`src/rtl/cyber_press_scheduler_pkg.sv`:
```
// Shared definitions for the computer-opponent press scheduler: FSM states,
// input widths and default timing parameters.
package cyber_press_scheduler_pkg;

    typedef enum logic [1:0] {
        IDLE     = 2'd0,
        ARMED    = 2'd1,
        PRESS    = 2'd2,
        COOLDOWN = 2'd3
    } state_e;

    localparam int DIFF_W           = 9;
    localparam int LFSR_W           = 10;
    localparam int TICK_DIV_DEF     = 8;
    localparam int COOLDOWN_CYC_DEF = 4;
    localparam int CNT_W_DEF        = 8;

    // Counter width able to hold 0..n-1, never narrower than one bit.
    function automatic int min1_clog2(input int n);
        return (n > 1) ? $clog2(n) : 1;
    endfunction

endpackage

```
`src/rtl/cyber_press_scheduler_press_prescaler.sv`:
```
// Free-running modulo-TICK_DIV phase counter; tick marks the last phase of
// each sample period. Held at phase 0 while clear_i is high.
module cyber_press_scheduler_press_prescaler
    import cyber_press_scheduler_pkg::*;
#(
    parameter int TICK_DIV = TICK_DIV_DEF
) (
    input  logic clk,
    input  logic reset_n,
    input  logic clear_i,
    output logic tick_o
);

    localparam int              TC_W    = min1_clog2(TICK_DIV);
    localparam logic [TC_W-1:0] TC_LAST = TC_W'(TICK_DIV - 1);

    logic [TC_W-1:0] tick_cnt_q;
    logic [TC_W-1:0] tick_cnt_d;

    assign tick_o = (tick_cnt_q == TC_LAST);

    // Next phase: restart on clear or wrap, otherwise advance.
    always_comb begin
        tick_cnt_d = tick_cnt_q;
        if (clear_i) begin
            tick_cnt_d = '0;
        end else if (tick_o) begin
            tick_cnt_d = '0;
        end else begin
            tick_cnt_d = tick_cnt_q + TC_W'(1);
        end
    end

    // Phase counter register.
    always_ff @(posedge clk or negedge reset_n) begin
        if (!reset_n) begin
            tick_cnt_q <= '0;
        end else begin
            tick_cnt_q <= tick_cnt_d;
        end
    end

endmodule

```
`src/rtl/cyber_press_scheduler.sv`:
```
// Computer-side press sequencer: samples LFSR vs difficulty once per tick,
// emits a one-cycle press, then enforces a cooldown before re-arming.
module cyber_press_scheduler
    import cyber_press_scheduler_pkg::*;
#(
    parameter int TICK_DIV     = TICK_DIV_DEF,
    parameter int COOLDOWN_CYC = COOLDOWN_CYC_DEF,
    parameter int CNT_W        = CNT_W_DEF
) (
    input  logic              clk,
    input  logic              reset_n,
    input  logic              enable,
    input  logic              game_over,
    input  logic [DIFF_W-1:0] difficulty,
    input  logic [LFSR_W-1:0] lfsr_q,
    input  logic              clear_count,
    output logic              press,
    output logic              busy,
    output logic [CNT_W-1:0]  press_count
);

    localparam int               CD_W    = min1_clog2(COOLDOWN_CYC);
    localparam logic [CD_W-1:0]  CD_LOAD = (COOLDOWN_CYC > 0) ? CD_W'(COOLDOWN_CYC - 1) : '0;
    localparam logic [CNT_W-1:0] CNT_MAX = '1;

    state_e           state_q;
    state_e           state_d;
    logic [CD_W-1:0]  cd_cnt_q;
    logic [CD_W-1:0]  cd_cnt_d;
    logic             press_q;
    logic             busy_q;
    logic [CNT_W-1:0] press_count_q;
    logic [CNT_W-1:0] press_count_d;
    logic             go_s;
    logic             hit_s;
    logic             tick_s;

    assign go_s  = enable & ~game_over;
    assign hit_s = ({1'b0, difficulty} > lfsr_q);

    cyber_press_scheduler_press_prescaler #(
        .TICK_DIV (TICK_DIV)
    ) u_prescaler (
        .clk     (clk),
        .reset_n (reset_n),
        .clear_i (state_q == IDLE),
        .tick_o  (tick_s)
    );

    // Next-state logic; losing go drops to IDLE from anywhere, abandoning any cooldown.
    always_comb begin
        state_d  = state_q;
        cd_cnt_d = cd_cnt_q;
        if (!go_s) begin
            state_d  = IDLE;
            cd_cnt_d = '0;
        end else begin
            case (state_q)
                IDLE: begin
                    state_d = ARMED;
                end
                ARMED: begin
                    if (tick_s && hit_s) begin
                        state_d = PRESS;
                    end else begin
                        state_d = ARMED;
                    end
                end
                PRESS: begin
                    if (COOLDOWN_CYC == 0) begin
                        state_d = ARMED;
                    end else begin
                        state_d  = COOLDOWN;
                        cd_cnt_d = CD_LOAD;
                    end
                end
                COOLDOWN: begin
                    if (cd_cnt_q == '0) begin
                        state_d = ARMED;
                    end else begin
                        state_d  = COOLDOWN;
                        cd_cnt_d = cd_cnt_q - CD_W'(1);
                    end
                end
                default: begin
                    state_d  = IDLE;
                    cd_cnt_d = '0;
                end
            endcase
        end
    end

    // Saturating press counter; clear wins over a coincident press.
    always_comb begin
        press_count_d = press_count_q;
        if (clear_count) begin
            press_count_d = '0;
        end else if (press_q && (press_count_q != CNT_MAX)) begin
            press_count_d = press_count_q + CNT_W'(1);
        end else begin
            press_count_d = press_count_q;
        end
    end

    // State, cooldown and registered state-decode outputs.
    always_ff @(posedge clk or negedge reset_n) begin
        if (!reset_n) begin
            state_q       <= IDLE;
            cd_cnt_q      <= '0;
            press_q       <= 1'b0;
            busy_q        <= 1'b0;
            press_count_q <= '0;
        end else begin
            state_q       <= state_d;
            cd_cnt_q      <= cd_cnt_d;
            press_q       <= (state_d == PRESS);
            busy_q        <= (state_d == PRESS) || (state_d == COOLDOWN);
            press_count_q <= press_count_d;
        end
    end

    assign press       = press_q;
    assign busy        = busy_q;
    assign press_count = press_count_q;

endmodule

```
`config.mk`:
```
export PLATFORM = sky130hd
export DESIGN_NAME = cyber_press_scheduler
export DESIGN_NICKNAME = d
export VERILOG_FILES = /design/src/rtl/cyber_press_scheduler_pkg.sv /design/src/rtl/cyber_press_scheduler_press_prescaler.sv /design/src/rtl/cyber_press_scheduler.sv
export SDC_FILE = /design/constraint.sdc
export NUM_CORES = 1
export LEC_CHECK = 0
export ABC_AREA = 1
export CAP_MARGIN = 30
export CORE_MARGIN = 2
export CORE_UTILIZATION = 40
export DETAILED_ROUTE_END_ITERATION = 12
export PLACE_DENSITY = 0.7
export SLEW_MARGIN = 10
export SYNTH_ARGS = -nofsm -noshare
export SYNTH_HDL_FRONTEND = slang
export SYNTH_SLANG_ARGS = --single-unit
export TNS_END_PERCENT = 1
```
`constraint.sdc`:
```
create_clock -name clk -period 1.7 [get_ports clk]
set_input_delay 0.34 -clock clk [delete_from_list [all_inputs] [get_ports clk]]
set_output_delay 0.34 -clock clk [all_outputs]
set_load 0.02 [all_outputs]
```
; ---- Yosys cells after proc, flatten, opt, wreduce, memory -nomap -nowiden
; Index checks and enable logic that the tools add are counted.
[totals]
register_bits = 17
inputBits = 24
output_inout_bits = 10
word_cells = 39
[op_classes]
add_sub_neg = 3
n_lt_le_gt_ge = 1
n_eq_ne = 9
n_mux = 11
bitwise = 2
n_reduce_logical = 7
[op_table]
columns = op, n
row1 = $mux 8, 2
row2 = $gt 9x10->1, 1
row3 = $mux 2, 5
row4 = $add 8x1->8 const B, 1
row5 = $eq 2x2->1 const B, 4
row6 = $ne 8x8->1 const B, 1
row7 = $pmux 2 s4, 1
row8 = $mux 3, 2
row9 = $logic_not 2->1, 2
row10 = $pmux 2 s2, 1
row11 = $add 3x1->3 const B, 1
row12 = $eq 3x3->1 const B, 1
row13 = $ne 3x1->1 const B, 1
row14 = $ne 3x3->1 const B, 1
row15 = $eq 2x1->1 const B, 1
row16 = $logic_and 1x1->1, 2
row17 = $reduce_and 2->1, 1
row18 = $reduce_bool 2->1, 1
row19 = $sub 2x1->2 const B, 1
row20 = $and 1x1->1, 1
row21 = $logic_or 1x1->1, 1
row22 = $not 1->1, 1

; ---- Depth between registers and ports, before layout
; Gate-level depths: netlist (run 1).
[logic_depth]
word_depth = 7
ltp_mapped = 10
mapped_depth_nobuf = 10

; ---- Hierarchy
; A second synthesis (run 1) with hierarchy kept.
[unflattened]
hier_cells = 142
hier_area_um2 = 1103.6
[modules_own_cells]
columns = mod, n_inst, cells_each, area_each_um2, seq_area_each_um2
row1 = cyber_press_scheduler, 1, 129, 970.9, 350.3
row2 = cyber_press_scheduler_press_prescaler, 1, 13, 132.6, 75.1

; ---- Worst setup path after synthesis (run 1)
; No wires, ideal clock.
[synth_timing]
kind = register to register
start = register press_count_q[0], in the netlist press_count[0]
end = register press_count_q[7], in the netlist press_count[7]
setup_time_ps = 118
arrival_ps = 1317
required_ps = 1582
setup_slack_ps = 265
stages_incl_launch_ff = 11
n_path_buf = 0
synth_period_minus_slack_ps = 1435
path_cell_list = dfrtp_1 -> ha_1 -> nand2_1 -> nor2_1 -> nand2_2 -> nand2_4 -> inv_4 -> nand3_2 -> nand2_1 -> nand2_1 -> nor2_2
[synth_between]
elab_chain_len = 3
elab_cells_between_ends = 6
cone_classes = add/sub (1) / eq/ne (1) / mux (2) / reduce/logical (2)
[synth_lines]
columns = item, line
row1 = "start, declared", cyber_press_scheduler.sv:32  ; logic [CNT_W-1:0] press_count_q;
row2 = "start signal, assigned", cyber_press_scheduler.sv:118  ; press_count_q <= press_count_d;
row3 = $add 8x1->8 or $ne 8x8->1 (tied branches), "cyber_press_scheduler.sv:99, cyber_press_scheduler.sv:98"
row4 = $mux 8 or $logic_and 1x1->1 (tied branches), cyber_press_scheduler.sv:98  ; end else if (press_q && (press_count_q != CNT_MAX)) begin
row5 = $mux 8 or $reduce_bool 2->1 (tied branches), -
; Several ways; a longest one is shown, not always the timed one. The select of a mux whose other input is x is not followed.
; A chain may end at the register's enable or synchronous reset.

; ---- Worst setup path after layout (run 1)
[layout_timing]
start = register press_q, in the netlist press
end = output port press
[layout_rtl]
columns = item, line
row1 = "start, declared", cyber_press_scheduler.sv:30  ; logic press_q;
row2 = "start signal, assigned", cyber_press_scheduler.sv:116  ; press_q <= (state_d == PRESS);
row3 = "end, declared", cyber_press_scheduler.sv:17  ; output logic press,
; No word-level cell between the ends.

==> results of run 1 <==
[per-layer routing]
layer | track usage | up-vias | wire, um | share of wire
met4 | 0.0465 | 0 | 6 | 0.0029
met5 | 0 | - | 0 | 0
met1 | 0.139 | 446 | 805 | 0.38
met2 | 0.291 | 26 | 1150 | 0.55
met3 | 0.0253 | 2 | 127 | 0.061
li1 | - | 535 | - | -
[per-stage QoR]
step	setup TNS, ps	hold WS [ps]
2_1_floorplan	0	44.4
3_3_place_gp	-347	427
3_5_place_dp	-523	450
4_1_cts	0	368
5_1_grt	0	381
6_report	0	370
[cells by family after synthesis]
group | count (synthesis) | synth area share
AOI/OAI and AO/OA | 14 | 0.0685
xor gates and xnor gates | 1 | 0.00787
adders and majority gates | 13 | 0.146
buffers and inverters | 31 | 0.107
DFF | 17 | 0.382
and+or+nand+nor | 69 | 0.289
[layout by cell type, fill, tap and decap left out, types with 2 or more instances in the layout]
master	netlist	final
dlymetal6s2s_1	0	6
o21ai_1	2	2
inv_1	29	29
clkdlybuf4s50_1	0	27
o21ai_0	2	2
nand4_1	2	2
nand2_2	3	3
nor2_2	1	2
dfrtp_1	17	17
nand3_1	9	9
clkbuf_4	0	3
nand3_2	2	2
nand2_1	31	31
ha_1	13	13
nor3_1	4	4
nor2_1	14	13
a21oi_1	8	8
[state kept, by name, indices dropped and copies added, names as in the netlist]
register and count:
busy 1, cd_cnt_q 2, press 1, press_count 8
state_q 2, u_prescaler.tick_cnt_q 3
[cell type report]
type / instances / area [um^2]
timing repair buffer: 34 / 353
clock buffer: 4 / 26.3
sequential: 17 / 425
fill: 268 / 1180
inverter: 31 / 119
tap: 31 / 38.8
multi-input combinational: 97 / 572
[path summary, 6_finish.rpt]
kind,cells past startpoint,endpoint,start
worst min-delay path,2,press_count[0]$_DFFE_PN0P_,reset_n
min in group clk,1,u_prescaler.tick_cnt_q[0]$_DFF_PN0_,u_prescaler.tick_cnt_q[0]$_DFF_PN0_
worst max-delay path,1,press,press$_DFF_PN0_
worst max register to register,9,press_count[7]$_DFFE_PN0P_,press_count[0]$_DFFE_PN0P_
worst min register to register,1,u_prescaler.tick_cnt_q[0]$_DFF_PN0_,u_prescaler.tick_cnt_q[0]$_DFF_PN0_
max in group asynchronous,2,state_q[0]$_DFF_PN0_,reset_n
[where the power goes]
part | internal (W) | leakage, nW | switching (W)
Combinational | 0.0000743 | 0.617 | 0.0000546
Clock | 0.0000909 | 0.0150 | 0.000119
Sequential | 0.000408 | 0.235 | 0.00000252
==> flow_summary.json, run 1 <==
{
  "yosysMostFrequentCell": "nand2_1",
  "cts_tree": "yes",
  "finalHoldViolCount": 0,
  "fin_util": 0.566,
  "synth_area_leaders": "dfrtp_1 (38%), ha_1 (15%), nand2_1 (10%)",
  "end_kind": "output pin",
  "clkTransAtPathRegs_ps": 100,
  "cts_root_buf": "clkbuf_4",
  "cp.required_ps": 1360,
  "start_kind": "register",
  "slowest_stage": "clkdlybuf4s50_1",
  "p_leak_nw": 0.867,
  "clockBufferDepth": 2,
  "min_period_ps": 1660,
  "grt_max_degree": 18,
  "overflow": 0,
  "boundaryPins": 34,
  "ctsHoldBuffers": 0,
  "rsz0062_at_grt": "false",
  "clk_latency_ps": 280,
  "dpl_worst_slack_ps": -173,
  "final_area_um2": 1530,
  "totalWireLength_mm": 2.09,
  "ys_seq_area_frac": 0.382,
  "crit_chain": "clkdlybuf4s50_1",
  "r2r_slack_ps": 240,
  "synth_area_um2": 1110,
  "dp_cells": 210,
  "die_y_um": 56.8,
  "synthCells": 145,
  "cts_num_sinks": 17,
  "syn2layout_area_growth_pct": 37.8,
  "instances_no_fill": 214,
  "place_area_um2": 1490,
  "insertedDiodeCount": 0,
  "hold_path.class": "input pin to asynchronous set/reset pin",
  "yosysTopAreaCellShare": 0.382,
  "gp_congestion": 0.829,
  "std_cell_rows": 19,
  "grt_pass1_vias": 969,
  "cts_setup_buffers": 0,
  "worst-slew-pin-transition_ps": 293,
  "finClkSkew_ps": 4.83,
  "io_buffers": 33,
  "drv_cap": 0,
  "antenna_found_initial": 0,
  "netlist_top_cells_count": "nand2_1 (31), inv_1 (29), dfrtp_1 (17), nor2_1 (14), ha_1 (13)",
  "htreeDepth": 1,
  "yosysTopAreaCell": "dfrtp_1",
  "drt_first_iter_violations": 21,
  "synth_edf_count": 0,
  "slew_viol_final": 0,
  "synth_nets": 182,
  "start_util": 0.411,
  "crit_fanout": 2,
  "fin_ws_ps": 43.0,
  "synthFlopType": "dfrtp_1",
  "grt_use_total": 0.142,
  "cp.arrival_ps": 1320,
  "critPathMaxStageDelay_ps": 620,
  "async_flop_share": 1.00,
  "dr.pass1.iters": 4,
  "worst-setup-path-type": "register to output pin",
  "core_area_um2": 2710,
  "dp_hpwl_mm": 1.75,
  "cts_made_buffers": 3,
  "yosys.cell_types.count": 22,
  "setup_viol": 0,
  "num_vias": 1009,
  "power_density_nw_per_um2": 488,
  "ys_seq_elements": 17,
  "drt-wirelength-per-cell_um": 9.78,
  "die_area_um2": 3220,
  "status": "finished, final reports clean",
  "crit_buf_inv": 1,
  "irDropWorstVdd_uv": 276,
  "layout.nets": 221,
  "avgViaCountPerCell": 4.71,
  "fin_crit_sh": 0.975,
  "clock.fmax_mhz": 603,
  "synth_warnings": 0,
  "drive_gt1_frac": 0.0765,
  "ctsResizeCount": 0,
  "antenna_left": 0,
  "drc": 0,
  "die_w_um": 56.8,
  "crit_family": "buffers and inverters",
  "syn_avg_cell_area_um2": 7.68,
  "power_w": 0.000748,
  "grt_pass1_wl_mm": 3.64,
  "slew_headroom": 0.803
}
Power figures use the tool's default switching activity.
==> inputs of run 2 (changes only) <==
- CORE_UTILIZATION: 40 -> 46
- PLACE_DENSITY: 0.7 -> 0.79
==> run 2 against run 1 <==
  * Via count rose by 0.99%
  * Combinational power barely moved
  * Clock-buffer cell count fell by 1
  * Largest cell class unchanged
  * Register-to-register slack got worse by 20 ps
  * Largest power group unchanged
  * Worst setup slack improved by 59 ps
==> flow_summary.json, run 2 (synthesis results as in run 1) <==
{
  "status": "finished, final reports clean",
  "wl_met3_um": 90,
  "hold_path.class": "input pin to asynchronous set/reset pin",
  "crit_chain": "clkdlybuf4s50_1",
  "drt-wirelength-per-cell_um": 10.6,
  "drt_first_iter_violations": 7,
  "syn2layout_area_growth_pct": 37.8,
  "dpl_worst_slack_ps": -213,
  "layout_commonest_cell": "nand2_1",
  "largest_reg_flops": 8,
  "p_sw_w": 0.000180,
  "p_int_w": 0.000569,
  "clkTransAtPathRegs_ps": 100,
  "final_area_um2": 1530,
  "place_area_um2": 1490,
  "dr.pass1.iters": 3,
  "grt_pass1_wl_mm": 3.83,
  "cts_tree": "yes",
  "antenna_left": 0,
  "slew_viol_final": 0,
  "ctsHoldBuffers": 0,
  "rsz0062_at_grt": "false",
  "grt_pass1_vias": 972,
  "power_density_nw_per_um2": 488,
  "cts_root_buf": "clkbuf_4",
  "overflow": 0,
  "drc": 0,
  "insertedDiodeCount": 0,
  "finalHoldViolCount": 0,
  "worstReg2RegEnd": "press_count[7]$_DFFE_PN0P_",
  "avgViaCountPerCell": 4.83,
  "pwr-share-comb": 0.170,
  "critPathMaxStageDelay_ps": 600,
  "start_util": 0.494,
  "slew_headroom": 0.806,
  "p_leak_nw": 0.908,
  "dp_hpwl_mm": 1.93,
  "die_y_um": 53.2,
  "rr_worst_depth": 9,
  "start_kind": "register",
  "min_period_ps": 1600,
  "dr.max_layer_used": "met3",
  "switching_share": 0.241,
  "finClkSkew_ps": 8.46,
  "cts_num_sinks": 17,
  "clk_latency_ps": 290,
  "fin_crit_sh": 0.940,
  "final_cell_mix": "nand2_1 (31), inv_1 (29), clkdlybuf4s50_1 (25), dfrtp_1 (17), nor2_1 (14)",
  "final.fill_count": 197,
  "drv_cap": 0,
  "worst-setup-path-type": "register to output pin",
  "wl_met1_um": 895,
  "die_area_um2": 2830,
  "antenna_found_initial": 0,
  "cp.required_ps": 1360,
  "timing.rr.start": "press_count[0]$_DFFE_PN0P_",
  "clock.fmax_mhz": 626,
  "core_area_um2": 2250,
  "crit_fanout": 2,
  "io_buffers": 33,
  "slowest_stage": "clkdlybuf4s50_1",
  "grt_max_degree": 18,
  "setup_viol": 0,
  "gp_congestion": 0.761,
  "finalSetupTns_ps": 0,
  "end_kind": "output pin",
  "boundaryPins": 34,
  "layout.nets": 221,
  "cp.arrival_ps": 1260,
  "grt_use_total": 0.185,
  "drive_gt1_frac": 0.0765,
  "clockBufferDepth": 2,
  "cts_made_buffers": 3,
  "std_cell_rows": 17,
  "met2RoutedLength_mm": 1.26,
  "power_w": 0.000749,
  "num_vias": 1019,
  "seqPwrFrac": 0.547,
  "htreeDepth": 1,
  "irDropWorstVdd_uv": 457,
  "totalWireLength_mm": 2.25,
  "worst-slew-pin-transition_ps": 289,
  "r2r_slack_ps": 220,
  "power_frac_clock": 0.283,
  "die_w_um": 53.2,
  "crit_family": "buffers and inverters",
  "fin_ws_ps": 102,
  "crit_buf_inv": 1
}
run 2: changes by cell type in the layout (fill, tap and decap cells not counted), sizes merged:
cell | before | now
clkdlybuf4s50 | 27 | 25
clkbuf | 4 | 3
clkinv | 1 | 2
dlymetal6s2s | 6 | 8
run 2: timing repair:
action / CTS / global route
buffers inserted: 0 / 0
gates resized for setup: 0 / 8
setup endpoints to repair: 0 / 8
run 2: stage by stage:
step | util | hold WS, ps | instances
global placement | 0.659 | 427 | 207
detailed placement | 0.659 | 439 | 207
global route | 0.680 | 381 | 211
CTS | 0.671 | 375 | 211
floorplan | - | 44.4 | 145
finish | 0.680 | 374 | 211
run 2: worst max path at each step:
stage / endpoint / startpoint / slack [ps] / cells after the start
CTS: press_count[4] / press_count[4]$_DFFE_PN0P_ / 0.003 / 1
global placement: busy$_DFF_PN0_ / lfsr_q[8] / -110 / 9
finish: press_count[7] / press_count[7]$_DFFE_PN0P_ / 100 / 1
floorplan: press_count[7]$_DFFE_PN0P_ / press_count[0]$_DFFE_PN0P_ / 260 / 10
global route: state_q[1]$_DFF_PN0_ / lfsr_q[7] / 40 / 9
detailed placement: busy$_DFF_PN0_ / lfsr_q[8] / -210 / 9
run 2: area by class of cell:
class                   count  area (um^2)  area share
repair buffers             34          358       0.233
inverters                  31          119      0.0775
well taps                  28         35.0      0.0228
clock buffers               3         22.5      0.0147
clock inverters             1         5.00     0.00326
multi-input cells          97          569       0.371
flip-flops and latches     17          425       0.277
run 2: power groups by stage:
stage	Clock (W)	Combinational [W]	Sequential [W]
after floorplan	0	0.0000551	0.000417
after CTS	0.000227	0.000131	0.000410
after global placement	0	0.000126	0.000418
after global routing	0.000249	0.000149	0.000410
after detailed placement	0	0.000130	0.000418
final	0.000212	0.000128	0.000410
run 2: layer usage:
| metal | GRT usage | vias up |
|---|---|---|
| li1 | - | 535 |
| met1 | 0.182 | 463 |
| met2 | 0.374 | 21 |
| met3 | 0.0508 | 0 |
| met4 | 0.0385 | 0 |
| met5 | 0 | - |
==> inputs of run 3 (changes only) <==
- GPL_TIMING_DRIVEN: unset -> 0
==> run 3 against run 2 <==
  * Register-to-register slack worse by 50 ps
  * Via count rose by 4.1%
  * First-iteration DRC count up 130%
  * Critical endpoint unchanged
  * Hold slack better by 78 ps
  * Global-route usage is 0.42 points higher
  * Largest cell class unchanged
  * Worst setup slack worse by 3.2 ps
  * Total power increased by 2.3%
  * Final cell count fell by 0.47%
  * Critical path type unchanged
  * Sequential power is essentially flat
  * Non-clock buffer count is 1 lower
==> flow_summary.json, run 3 (synthesis results as in run 1) <==
{
  "io_buffers": 33,
  "std_cell_rows": 17,
  "instances_no_fill": 210,
  "min_period_ps": 1600,
  "grt_use_total": 0.190,
  "worst-setup-path-type": "register to output pin",
  "slowest_stage": "clkdlybuf4s50_1",
  "start_util": 0.494,
  "drive_gt1_frac": 0.0769,
  "grt_max_degree": 18,
  "num_vias": 1061,
  "cts_made_buffers": 3,
  "cp.depth": 1,
  "switching_share": 0.256,
  "pwr-share-comb": 0.169,
  "p_int_w": 0.000570,
  "finClkSkew_ps": 3.49,
  "final_cell_mix": "nand2_1 (31), inv_1 (29), clkdlybuf4s50_1 (25), dfrtp_1 (17)",
  "worst_hold_slack_ps": 452,
  "hold_path.class": "register to register",
  "insertedDiodeCount": 0,
  "cp.arrival_ps": 1260,
  "antenna_left": 0,
  "htreeDepth": 1,
  "gp_congestion": 0.764,
  "p_sw_w": 0.000197,
  "layout.nets": 220,
  "power_density_nw_per_um2": 504,
  "dpl_worst_slack_ps": -174,
  "cts_root_buf": "clkbuf_4",
  "critPathMaxStageDelay_ps": 600,
  "drc": 0,
  "syn2layout_area_growth_pct": 36.5,
  "fin_ws_ps": 98.9,
  "seqPwrFrac": 0.535,
  "grt_pass1_vias": 1043,
  "final.fill_count": 200,
  "finalHoldViolCount": 0,
  "drt_first_iter_violations": 16,
  "overflow": 0,
  "totalWireLength_mm": 2.34,
  "start_kind": "register",
  "cts_num_sinks": 17,
  "cts_setup_buffers": 0,
  "largest_reg_flops": 8,
  "crit_buf_inv": 1,
  "p_leak_nw": 0.857,
  "crit_chain": "clkdlybuf4s50_1",
  "power_frac_clock": 0.296,
  "die_y_um": 53.2,
  "slew_headroom": 0.484,
  "clock.fmax_mhz": 625,
  "irDropWorstVdd_uv": 386,
  "ctsHoldBuffers": 0,
  "dp_cells": 206,
  "cp.required_ps": 1360,
  "grt_pass1_wl_mm": 3.95,
  "setup_viol": 0,
  "fin_crit_sh": 0.942,
  "die_w_um": 53.2,
  "slew_viol_final": 0,
  "clk_latency_ps": 290,
  "crit_family": "buffers and inverters",
  "clockBufferDepth": 2,
  "antenna_found_initial": 0,
  "dr.pass1.iters": 6,
  "rsz0062_at_grt": "false",
  "core_area_um2": 2250,
  "worst-slew-pin-transition_ps": 771,
  "clkTransAtPathRegs_ps": 110,
  "dp_hpwl_mm": 1.93,
  "cts_tree": "yes",
  "avgViaCountPerCell": 5.05,
  "multi_input_area_um2": 572,
  "end_kind": "output pin",
  "layout_commonest_cell": "nand2_1",
  "rr_worst_depth": 9,
  "die_area_um2": 2830,
  "status": "finished, final reports clean",
  "drv_cap": 0,
  "seq_area_um2": 425,
  "drt-wirelength-per-cell_um": 11.1,
  "crit_fanout": 2,
  "hold-path-cell-count": 1,
  "boundaryPins": 34
}
==> run 3: timing repair <==
action | in CTS | in global routing
setup endpoints to repair | 3 | 7
gates resized for setup | 3 | 6
pin swaps | 0 | 0
==> run 3: final timing paths <==
check	start	endpoint	slack, ps
setup / recovery	press_count[7]$_DFFE_PN0P_	press_count[7]	100
hold / removal	cd_cnt_q[0]$_DFFE_PN0P_	cd_cnt_q[0]$_DFFE_PN0P_	450
setup reg to reg	press_count[0]$_DFFE_PN0P_	press_count[7]$_DFFE_PN0P_	170
hold reg to reg	cd_cnt_q[0]$_DFFE_PN0P_	cd_cnt_q[0]$_DFFE_PN0P_	450
max in group asynchronous	reset_n	press_count[6]$_DFFE_PN0P_	730
min in group asynchronous	reset_n	press_count[0]$_DFFE_PN0P_	490
==> run 3: power by group through the flow <==
stage	registers [W]	clock network (W)	logic [W]
2_1_floorplan	0.000417	0	0.0000551
3_3_place_gp	0.000418	0	0.000123
3_5_place_dp	0.000418	0	0.000130
4_1_cts	0.000410	0.000237	0.000131
5_1_grt	0.000410	0.000258	0.000148
6_report	0.000410	0.000227	0.000130
==> run 3: final cells by class <==
class,count,area share
Tap cell,28,0.0230
Clock inverter,1,0.00494
Multi-Input combinational cell,97,0.376
Timing Repair Buffer,33,0.223
Clock buffer,3,0.0148
Inverter,31,0.0782
Sequential cell,17,0.280
==> run 3: layer usage <==
metal  track usage  share of wire
met2         0.352           0.53
met1         0.209           0.41
met3        0.0452          0.053
met4        0.0598         0.0051
met5             0              0
==> run 3: stage by stage <==
stage / util / total power, W / TNS (ps) / instance area (um^2)
2_1_floorplan: - / 0.000472 / 0 / 1110
3_3_place_gp: 0.656 / 0.000541 / -482 / 1480
3_5_place_dp: 0.656 / 0.000548 / -583 / 1480
4_1_cts: 0.668 / 0.000778 / 0 / 1510
5_1_grt: 0.674 / 0.000816 / 0 / 1520
6_report: 0.674 / 0.000766 / 0 / 1520
